[config.mk]
export PLATFORM = sky130hd
export DESIGN_NAME = request_encoder
export DESIGN_NICKNAME = d
export VERILOG_FILES = /design/src/rtl/request_encoder.sv
export SDC_FILE = /design/constraint.sdc
export NUM_CORES = 1
export LEC_CHECK = 0
export CAP_MARGIN = 20
export CORE_MARGIN = 4
export CORE_UTILIZATION = 40
export DETAILED_ROUTE_END_ITERATION = 8
export DONT_BUFFER_PORTS = 1
export MAX_ROUTING_LAYER = met4
export PLACE_DENSITY_LB_ADDON = 0.12
export SYNTH_ARGS = -nofsm -noshare
export SYNTH_HDL_FRONTEND = slang
export SYNTH_SLANG_ARGS = --single-unit
[constraint.sdc]
create_clock -name clk -period 2.5 [get_ports clk]
set_input_delay 0.25 -clock clk [delete_from_list [all_inputs] [get_ports clk]]
set_output_delay 0.25 -clock clk [all_outputs]
set_load 0.01 [all_outputs]
[src/rtl/request_encoder.sv]
// request_encoder: collects request pulses into a pending set and presents one index per cycle over ready/valid.
// Define REQUEST_ENCODER_ROUND_ROBIN_EN for round-robin arbitration; default is lowest-index priority.
module request_encoder #(
  parameter int ENCODE_WIDTH = 2,
  parameter int DECODE_WIDTH = 2**ENCODE_WIDTH
) (
  input  logic                    clk,
  input  logic                    rst_n,
  input  logic [DECODE_WIDTH-1:0] req_in,
  output logic [ENCODE_WIDTH-1:0] out,
  output logic                    out_valid,
  input  logic                    out_ready,
  output logic [DECODE_WIDTH-1:0] pending,
  output logic [7:0]              merged_cnt
);
  typedef enum logic {IDLE, HOLD} state_e;
  state_e                  state_q;
  logic [ENCODE_WIDTH-1:0] out_q, sel_p, sel_k;
  logic [DECODE_WIDTH-1:0] pending_q, pending_d, clear_mask, kept;
  logic [7:0]              merged_q, merged_d;
  logic                    hs;
  int                      merged_sum;

  function automatic logic [ENCODE_WIDTH-1:0] lowest(input logic [DECODE_WIDTH-1:0] v);
    lowest = '0;
    for (int i = DECODE_WIDTH - 1; i >= 0; i--) if (v[i]) lowest = ENCODE_WIDTH'(i);
  endfunction

`ifdef REQUEST_ENCODER_ROUND_ROBIN_EN
  logic [ENCODE_WIDTH-1:0] ptr_q, nptr;
  logic [DECODE_WIDTH-1:0] ge_p, ge_k;
  // On a handshake the next pick already uses the pointer past the index being accepted
  assign nptr = out_q == ENCODE_WIDTH'(DECODE_WIDTH - 1) ? '0 : out_q + 1'b1;
  always_comb begin
    for (int i = 0; i < DECODE_WIDTH; i++) begin
      ge_p[i] = i >= int'(ptr_q);
      ge_k[i] = i >= int'(nptr);
    end
  end
  assign sel_p = |(pending_q & ge_p) ? lowest(pending_q & ge_p) : lowest(pending_q);
  assign sel_k = |(kept & ge_k) ? lowest(kept & ge_k) : lowest(kept);
`else
  assign sel_p = lowest(pending_q);
  assign sel_k = lowest(kept);
`endif

  assign hs         = state_q == HOLD && out_ready;
  assign clear_mask = hs ? DECODE_WIDTH'(1) << out_q : '0;
  assign kept       = pending_q & ~clear_mask;
  assign pending_d  = kept | req_in;
  assign merged_sum = int'(merged_q) + $countones(req_in & kept);
  assign merged_d   = merged_sum > 255 ? 8'hff : merged_sum[7:0];

  assign out        = out_q;
  assign out_valid  = state_q == HOLD;
  assign pending    = pending_q;
  assign merged_cnt = merged_q;

  always_ff @(posedge clk or negedge rst_n) begin
    if (!rst_n) begin
      state_q   <= IDLE;
      out_q     <= '0;
      pending_q <= '0;
      merged_q  <= '0;
`ifdef REQUEST_ENCODER_ROUND_ROBIN_EN
      ptr_q     <= '0;
`endif
    end else begin
      pending_q <= pending_d;
      merged_q  <= merged_d;
      if (state_q == IDLE) begin
        if (|pending_q) begin
          state_q <= HOLD;
          out_q   <= sel_p;
        end
      end else if (out_ready) begin
        if (|kept) out_q <= sel_k;
        else state_q <= IDLE;
`ifdef REQUEST_ENCODER_ROUND_ROBIN_EN
        ptr_q <= nptr;
`endif
      end
    end
  end
endmodule

== Word-level counts from Yosys, hierarchy flattened ==
Index checks and enable logic that the tools add are counted.
Storage, ports and cells
  word-level logic and storage cells: 39
  output and inout bits: 15
  flip-flop bits (word level): 15
Cells by class
  shifts and indexed selects: 1
  reductions and logical operators: 5
  $lt $le $gt $ge: 1
  muxes and demuxes: 18
  bitwise logic cells: 4
  add/sub/neg operators: 4
  equality and inequality tests: 2
Operator list (number)
  2-to-1 mux 2 bit: 12
  adder 8 x 3 -> 9 bit: 1
  > comparator 9 x 8 -> 1 bit, second input constant: 1
  AND 4 bit: 2
  2-to-1 mux 8 bit: 1
  OR reduction 4 bit: 2
  adder 1 x 1 -> 2 bit: 2
  2-to-1 mux 1 bit: 4
  2-to-1 mux 4 bit: 1
  inverter 4 bit: 1
  bitwise OR 4 bit: 1
  left shift 1 x 2 -> 4 bit, first input constant: 1
  adder 2 x 2 -> 3 bit: 1
  AND reduction 3 bit: 1
  inequality test 2 x 1 -> 1 bit, second input constant: 1
  inequality test 2 bit, second input constant: 1
  nonzero test 2 bit: 1
  logical AND 1 bit: 1

== Logic depth before layout (Yosys ltp) ==
Gate-level depths: netlist of the first run.
  depth after elaboration: 11
  gate-level depth with buffers: 10

== Worst setup path before layout of the first run ==
No wires, ideal clock.
  path type: reg-to-reg
  start point: register out_q[0] (netlist: out[0])
  end point: register merged_q[3] (netlist: merged_cnt[3])
  cell stages (with the launch flop): 10
  required time: 2.417 ns
  slack: -0.253 ns
  arrival: 2.671 ns
  cell sequence: dfrtp_1 -> buf_2 -> o311ai_0 -> fa_1 -> fa_1 -> inv_1 -> fa_1 -> and2_1 -> nand3_1 -> o21ai_0
Between the ends
  cells in the longest elaborated chain, start to end: 10
  elaborated cells between the ends (all ways): 11
  classes of those cells: add/sub: 4; order compare: 1; shift: 1; mux: 2; bitwise: 3
Ends and longest elaborated chain
  from (decl): RTL line 18  | logic [ENCODE_WIDTH-1:0] out_q, sel_p, sel_k;
  from (signal assigned): RTL line 74  | out_q <= sel_p;
  from (signal assigned): RTL line 77  | if (|kept) out_q <= sel_k;
  left shift 1 x 2 -> 4 bit *: RTL line 48  | assign clear_mask = hs ? DECODE_WIDTH'(1) << out_q : '0;
  2-to-1 mux 4 bit *: RTL line 48
  inverter 4 bit *: RTL line 49  | assign kept = pending_q & ~clear_mask;
  AND 4 bit *: RTL line 49
  AND 4 bit *: RTL line 51  | assign merged_sum = int'(merged_q) + $countones(req_in & kept);
  adder 1 x 1 -> 2 bit (not written as such): RTL line 51
  adder 2 x 2 -> 3 bit (not written as such) *: RTL line 51
  adder 8 x 3 -> 9 bit *: RTL line 51
  > comparator 9 x 8 -> 1 bit: RTL line 52  | assign merged_d = merged_sum > 255 ? 8'hff : merged_sum[7:0];
  2-to-1 mux 8 bit *: RTL line 52
  named net merged_d[3]: RTL line 20  | logic [7:0] merged_q, merged_d;
  to (signal assigned): RTL line 70  | merged_q <= merged_d;
  to (decl): RTL line 20
The timed path passes the listed nets; every way through them passes the cells marked *.
A chain may end at the register's enable or synchronous reset.

== Final worst setup path of the first run ==
  start point: register out_q[1] (netlist: out[1])
  end point: register merged_q[6] (netlist: merged_cnt[6])
Same word-level chain as after synthesis.

==> results.ini, run 1 <==
[grt]
antenna_found_initial=0
grt_remaining_overflow=0
grt_pass1_wl_um=3387
grt_max_degree=16
grt.total_usage_pct=16.75
grt_pass1_vias=722

[final_layout]
layoutNonFillerInstCount=128
final_nets=113
final_layout_size_suffix_gt1_share_pct=23.76
final_cell_mix=15 x dfrtp_1, 9 x nand2_1, 9 x buf_4, 5 x nor2_1
mostFrequentLayoutCell=dfrtp_1
area_delta_synth_final_pct=17.75
insertedDiodeCount=0
post-route-util_pct=51.23

[worst_hold_path]
holdCritStartpoint=req_in[3]
hold_class=input pin to register

[timing]
report.final.slew_viol_count=0
fin_hold_ws_ps=65.10
setup_violations=0
period_needed_ps=2360
hold_violations=0
fmax_mhz=423.8
tightestPinTransition_ps=683.0
period_share_pct=94.39
skew_ps=7.674
fin_tns_setup_ps=0
maxSlewHeadroom_pct=54.32
rsz0062_at_grt=false

[routing]
first_iter_violations=24
via_per_inst=5.625
ant_nets=0
first_pass_iters=4
drt-total-wl_um=2022
wl_per_cell_um=15.80
via_count=720
drc_errors=0

[logic_synthesis]
synth.cell_area_sq_um=888.4
synth_area_leaders=dfrtp_1 42%, fa_1 6.8%, nand2_1 3.8%, mux2_4 3.4%, nand2b_1 2.8%
synth_edf_count=0
syn-num-nets=101
synth_cells=90
yosysTopAreaCellShare_pct=42.25
ys_seq_area_share_pct=42.25
synth_top_area_cell=dfrtp_1
synth_area_per_cell_sq_um=9.871
ys_seq_elements=15
synth_warnings=0
synth_cell_types=36
ys.flop_type=dfrtp_1
async_flop_share_pct=100.0

[die]
row_count=16
die-area_sq_um=3039
start_util_pct=43.50
die_w_um=55.13
io_pins=22
die_h_um=55.13
core-area_sq_um=2042

[setup_path]
cp_slowest_stage_delay_ps=460
cp_cell_sequence=nand3_2 -> o211ai_1 -> fa_1 -> fa_2 -> inv_2 -> fa_2 -> and2_4 -> nor2b_1 -> a21oi_1
critical_path_class=register to register
critical_path.endpoint_type=register
path_delay_family=adder cells
crit_path_max_fanout=3
arrival_ps=2500
slowest_stage=fa_1
cp_num_buf_inv=1
start_kind=register
required_ps=2640
worst_path_most_repeated_cell=fa_2
r2r-start=out[1]$_DFFE_PN0P_
crit_start=out[1]$_DFFE_PN0P_

[power]
comb_power_share_pct=42.6
peakVddDrop_v=0.0006263
seq_power_share_pct=44.8
clkPwrFrac_pct=12.6
p_int_uw=608.5
power_density_nw_per_um2=1009
power.leakage_uw=0.0004508
total_power_uw=1056
power.switching_uw=447.1
switching_share_pct=42.36

[clocking]
cts-root-buf=clkbuf_4
h-tree-depth=1
clkTransAtPathRegs_ps=90
clkSinkCount=15
insertion_delay_ps=270
numCtsBuffers=3
clock_path_buffers=2
post-cts-setup-buffers=0
cts_tree=built

[placement]
hpwl_um=1570
portBuffers=0
place_congestion=0.7552
numPlacedInstances=123

[outcome]
status=complete, no violations

[job]
drv_cap=0

flip-flops by register name, summed over array words and instances (netlist names):
register    flops
out             2
pending         4
out_valid       1
merged_cnt      8
cell usage after synthesis, types with 2 or more instances:
cell type,instances
nand3_1,5
xor2_1,2
o22ai_1,2
buf_2,3
o21ai_0,2
mux2_4,2
dfrtp_1,15
inv_1,5
a31oi_1,2
nor2_1,5
nand2_1,9
nor2b_1,4
a21o_1,2
o31ai_1,2
and3_1,2
nand2b_1,4
a21oi_1,3
fa_1,3
cell type report:
cell class	count	area, sq um
inverter	5	18.77
multi-input combinational	67	514.2
timing repair buffer	10	77.57
tap	27	33.78
fill	190	996.0
clock buffer	4	26.28
sequential	15	375.4
metrics by stage:
| stage | area [sq um] | setup slack, ps |
|---|---|---|
| floorplan | 930.9 | 1.013 |
| global placement | 1002 | 99.02 |
| detailed placement | 1002 | 57.15 |
| CTS | 1039 | 42.31 |
| global route | 1046 | 19.46 |
| finish | 1046 | 140.3 |
power by group through the flow:
stage	clock network, uW	logic (uW)	registers (uW)
after floorplan	0	340	463
after global placement	0	443	478
after detailed placement	0	443	479
after CTS	139	452	474
after global routing	160	511	491
final	133	450	473
worst paths after layout:
check / slack (ps) / cells after the start / to
setup / recovery: 140 / 9 / merged_cnt[6]$_DFF_PN0_
hold / removal: 70 / 1 / pending[3]$_DFF_PN0_
setup reg to reg: 140 / 9 / merged_cnt[6]$_DFF_PN0_
hold reg to reg: 600 / 2 / merged_cnt[5]$_DFF_PN0_
max in group asynchronous: 1610 / 1 / merged_cnt[5]$_DFF_PN0_
min in group asynchronous: 450 / 1 / pending[1]$_DFF_PN0_
what timing repair did:
action	CTS	global route
gates resized for setup	0	2
hold buffers	1	0
endpoints found under the hold margin	15	0
endpoints found under the setup margin	0	8
routing by layer:
layer	GRT usage [%]	routed length (um)	vias to the layer above
met5	-	0	-
met4	4.858	15	0
met3	6.971	183	2
met2	24.02	914	27
met1	21.61	908	344
li1	-	-	347
worst reg2reg max path, cell delays in order, from the launching register on:
cell      delay [ps]
dfrtp_1          450
nand3_2          110
o211ai_1         230
fa_1             460
fa_2             350
inv_2             70
fa_2             210
and2_4           150
nor2b_1          140
a21oi_1           80
cells by family (layout without fill, tap and decap cells):
| group | Yosys count | count (layout) | share of synthesized area (%) |
|---|---|---|---|
| AOI/OAI and AO/OA | 23 | 23 | 19.15 |
| xor gates and xnor gates | 3 | 3 | 2.958 |
| adders and majority gates | 4 | 4 | 8.169 |
| buffers and inverters | 8 | 19 | 3.803 |
| DFF | 15 | 15 | 42.25 |
| muxes | 2 | 2 | 3.380 |
| and+or+nand+nor | 35 | 35 | 20.28 |
(Power assumes the default switching activity.)
==> run 2: changes to the inputs <==
- clock period: 2.5 -> 2.1 ns (I/O delays scaled with it)
==> results.ini, run 2 (synthesis gave the netlist of run 1 again) <==
[final_layout]
insertedDiodeCount=0  ; unchanged
final_cell_mix=14 x dfrtp_1, 14 x buf_4, 7 x nand2_1, 5 x nor2_1  ; was 15 x dfrtp_1, 9 x nand2_1, 9 x buf_4, 5 x nor2_1
layoutNonFillerInstCount=133  ; was 128
area_delta_synth_final_pct=22.96  ; was 17.75%
final_nets=118  ; was 113
final_layout_size_suffix_gt1_share_pct=31.13  ; was 23.76%
largest_reg_flops=8  ; unchanged
finish.instance_area_sq_um=1092  ; was 1046 sq um
post-route-util_pct=53.49  ; was 51.23%

[routing]
via_count=742  ; was 720
first_iter_violations=29  ; was 24
wl_per_cell_um=15.09  ; was 15.80 um
drt-total-wl_um=2007  ; was 2022 um
via_per_inst=5.579  ; was 5.625
drc_errors=0  ; unchanged
first_pass_iters=4  ; unchanged
ant_nets=0  ; unchanged

[timing]
fin_tns_setup_ps=-1728  ; was 0 ps
report.final.slew_viol_count=0  ; unchanged
fmax_mhz=428.3  ; was 423.8 MHz
period_needed_ps=2335  ; was 2360 ps
setup_ws_ps=-235.0  ; was 140.3 ps
tightestPinTransition_ps=694.8  ; was 683.0 ps
hold_violations=0  ; unchanged
setup_violations=8  ; was 0
period_share_pct=111.2  ; was 94.39%
skew_ps=7.325  ; was 7.674 ps
rsz0062_at_grt=true  ; was false
maxSlewHeadroom_pct=53.53  ; was 54.32%

[power]
power_density_nw_per_um2=1194  ; was 1009 nW/um^2
power.switching_uw=540.1  ; was 447.1 uW
p_int_uw=764.4  ; was 608.5 uW
seq_power_share_pct=42.5  ; was 44.8%
clkPwrFrac_pct=12.2  ; was 12.6%
power.leakage_uw=0.0004726  ; was 0.0004508 uW
comb_power_share_pct=45.2  ; was 42.6%
switching_share_pct=41.40  ; was 42.36%
peakVddDrop_v=0.0008453  ; was 0.0006263 V

[outcome]
status=finished, violations left  ; was complete, no violations
violations=setup timing

[worst_hold_path]
hold_class=input pin to register  ; unchanged
hold_depth=1  ; unchanged
holdCritStartpoint=req_in[3]  ; unchanged

[placement]
portBuffers=0  ; unchanged
place_congestion=0.8185  ; was 0.7552
hpwl_um=1562  ; was 1570 um
dpl_cell_area_sq_um=1042  ; was 1002 sq um
numPlacedInstances=127  ; was 123

[clocking]
clkTransAtPathRegs_ps=90  ; about the same
insertion_delay_ps=280  ; was 270 ps
clock_path_buffers=2  ; unchanged
cts_tree=built  ; unchanged
numCtsBuffers=3  ; unchanged
clkSinkCount=15  ; unchanged
h-tree-depth=1  ; unchanged
cts-root-buf=clkbuf_4  ; unchanged

[setup_path]
start_kind=register  ; unchanged
crit_path_max_fanout=6  ; was 3
critical_path.endpoint_type=register  ; unchanged
crit_start=out[1]$_DFFE_PN0P_  ; unchanged
required_ps=2310  ; was 2640 ps
critical_path_class=register to register  ; unchanged
arrival_ps=2550  ; was 2500 ps
rr_worst_depth=8  ; was 9
r2r-start=out[1]$_DFFE_PN0P_  ; unchanged

[die]
core-area_sq_um=2042  ; unchanged
start_util_pct=43.50  ; unchanged
die-area_sq_um=3039  ; unchanged
row_count=16  ; unchanged
die_w_um=55.13  ; unchanged
die_h_um=55.13  ; unchanged
io_pins=22  ; unchanged

[grt]
grt.total_usage_pct=16.63  ; was 16.75%
grt_max_degree=16  ; unchanged
grt_pass1_wl_um=3408  ; was 3387 um
antenna_found_initial=0  ; unchanged
grt_remaining_overflow=0  ; unchanged
grt_pass1_vias=679  ; was 722

[job]
drv_cap=0  ; unchanged

run 2: cell count changes in the layout (fill, tap and decap cells not counted), sizes merged:
cell | previous run | this run
buf | 9 | 14
run 2: per-layer routing:
metal	vias up	global-route usage, %	share of wire, %
met3	2	6.971	10
li1	355	-	-
met4	0	4.858	0.75
met1	356	22.24	44
met5	-	-	0
met2	29	22.83	45
run 2: final timing paths:
path / endpoint / slack, ps
min: pending[3]$_DFF_PN0_ / 10
max in group asynchronous: out[0]$_DFFE_PN0P_ / 1200
min reg2reg: merged_cnt[5]$_DFF_PN0_ / 600
max: merged_cnt[3]$_DFF_PN0_ / -230
max reg2reg: merged_cnt[3]$_DFF_PN0_ / -230
min in group asynchronous: merged_cnt[1]$_DFF_PN0_ / 410
run 2: through the flow:
stage	hold slack [ps]	worst slack, ps	total power (uW)
5_1_grt	7.129	-371.0	1439
2_1_floorplan	-85.59	-289.1	955.9
3_3_place_gp	-85.10	-233.8	1114
6_report	14.72	-235.0	1305
3_5_place_dp	-85.14	-264.6	1118
4_1_cts	11.12	-239.3	1308
run 2: power groups by stage:
| stage | Combinational, uW | Sequential, uW | Clock, uW |
|---|---|---|---|
| finish | 590 | 555 | 160 |
| detailed placement | 559 | 560 | 0 |
| global placement | 556 | 558 | 0 |
| global route | 676 | 580 | 183 |
| CTS | 590 | 554 | 165 |
| floorplan | 405 | 551 | 0 |
run 2: cell type report:
class / instances / area (sq um)
Fill cell: 185 / 949.7
Sequential cell: 15 / 376.6
Multi-Input combinational cell: 67 / 521.8
Tap cell: 27 / 33.78
Clock buffer: 4 / 26.28
Timing Repair Buffer: 15 / 115.1
Inverter: 5 / 18.77
run 2: timing repair:
action	4_1_cts	5_1_grt
pin swaps	1	0
setup endpoints to repair	8	8
resized for setup	1	3
hold buffers	1	0
endpoints found under the hold margin	15	0
setup buffers	1	0
run 2: worst max-delay path: stages, from the launching register on:
cell and delay, ps:
dfrtp_1 430, o311ai_4 330, fa_1 450, fa_2 340
inv_2 80, fa_2 220, and2_4 150, nand3_2 140
o21ai_1 120
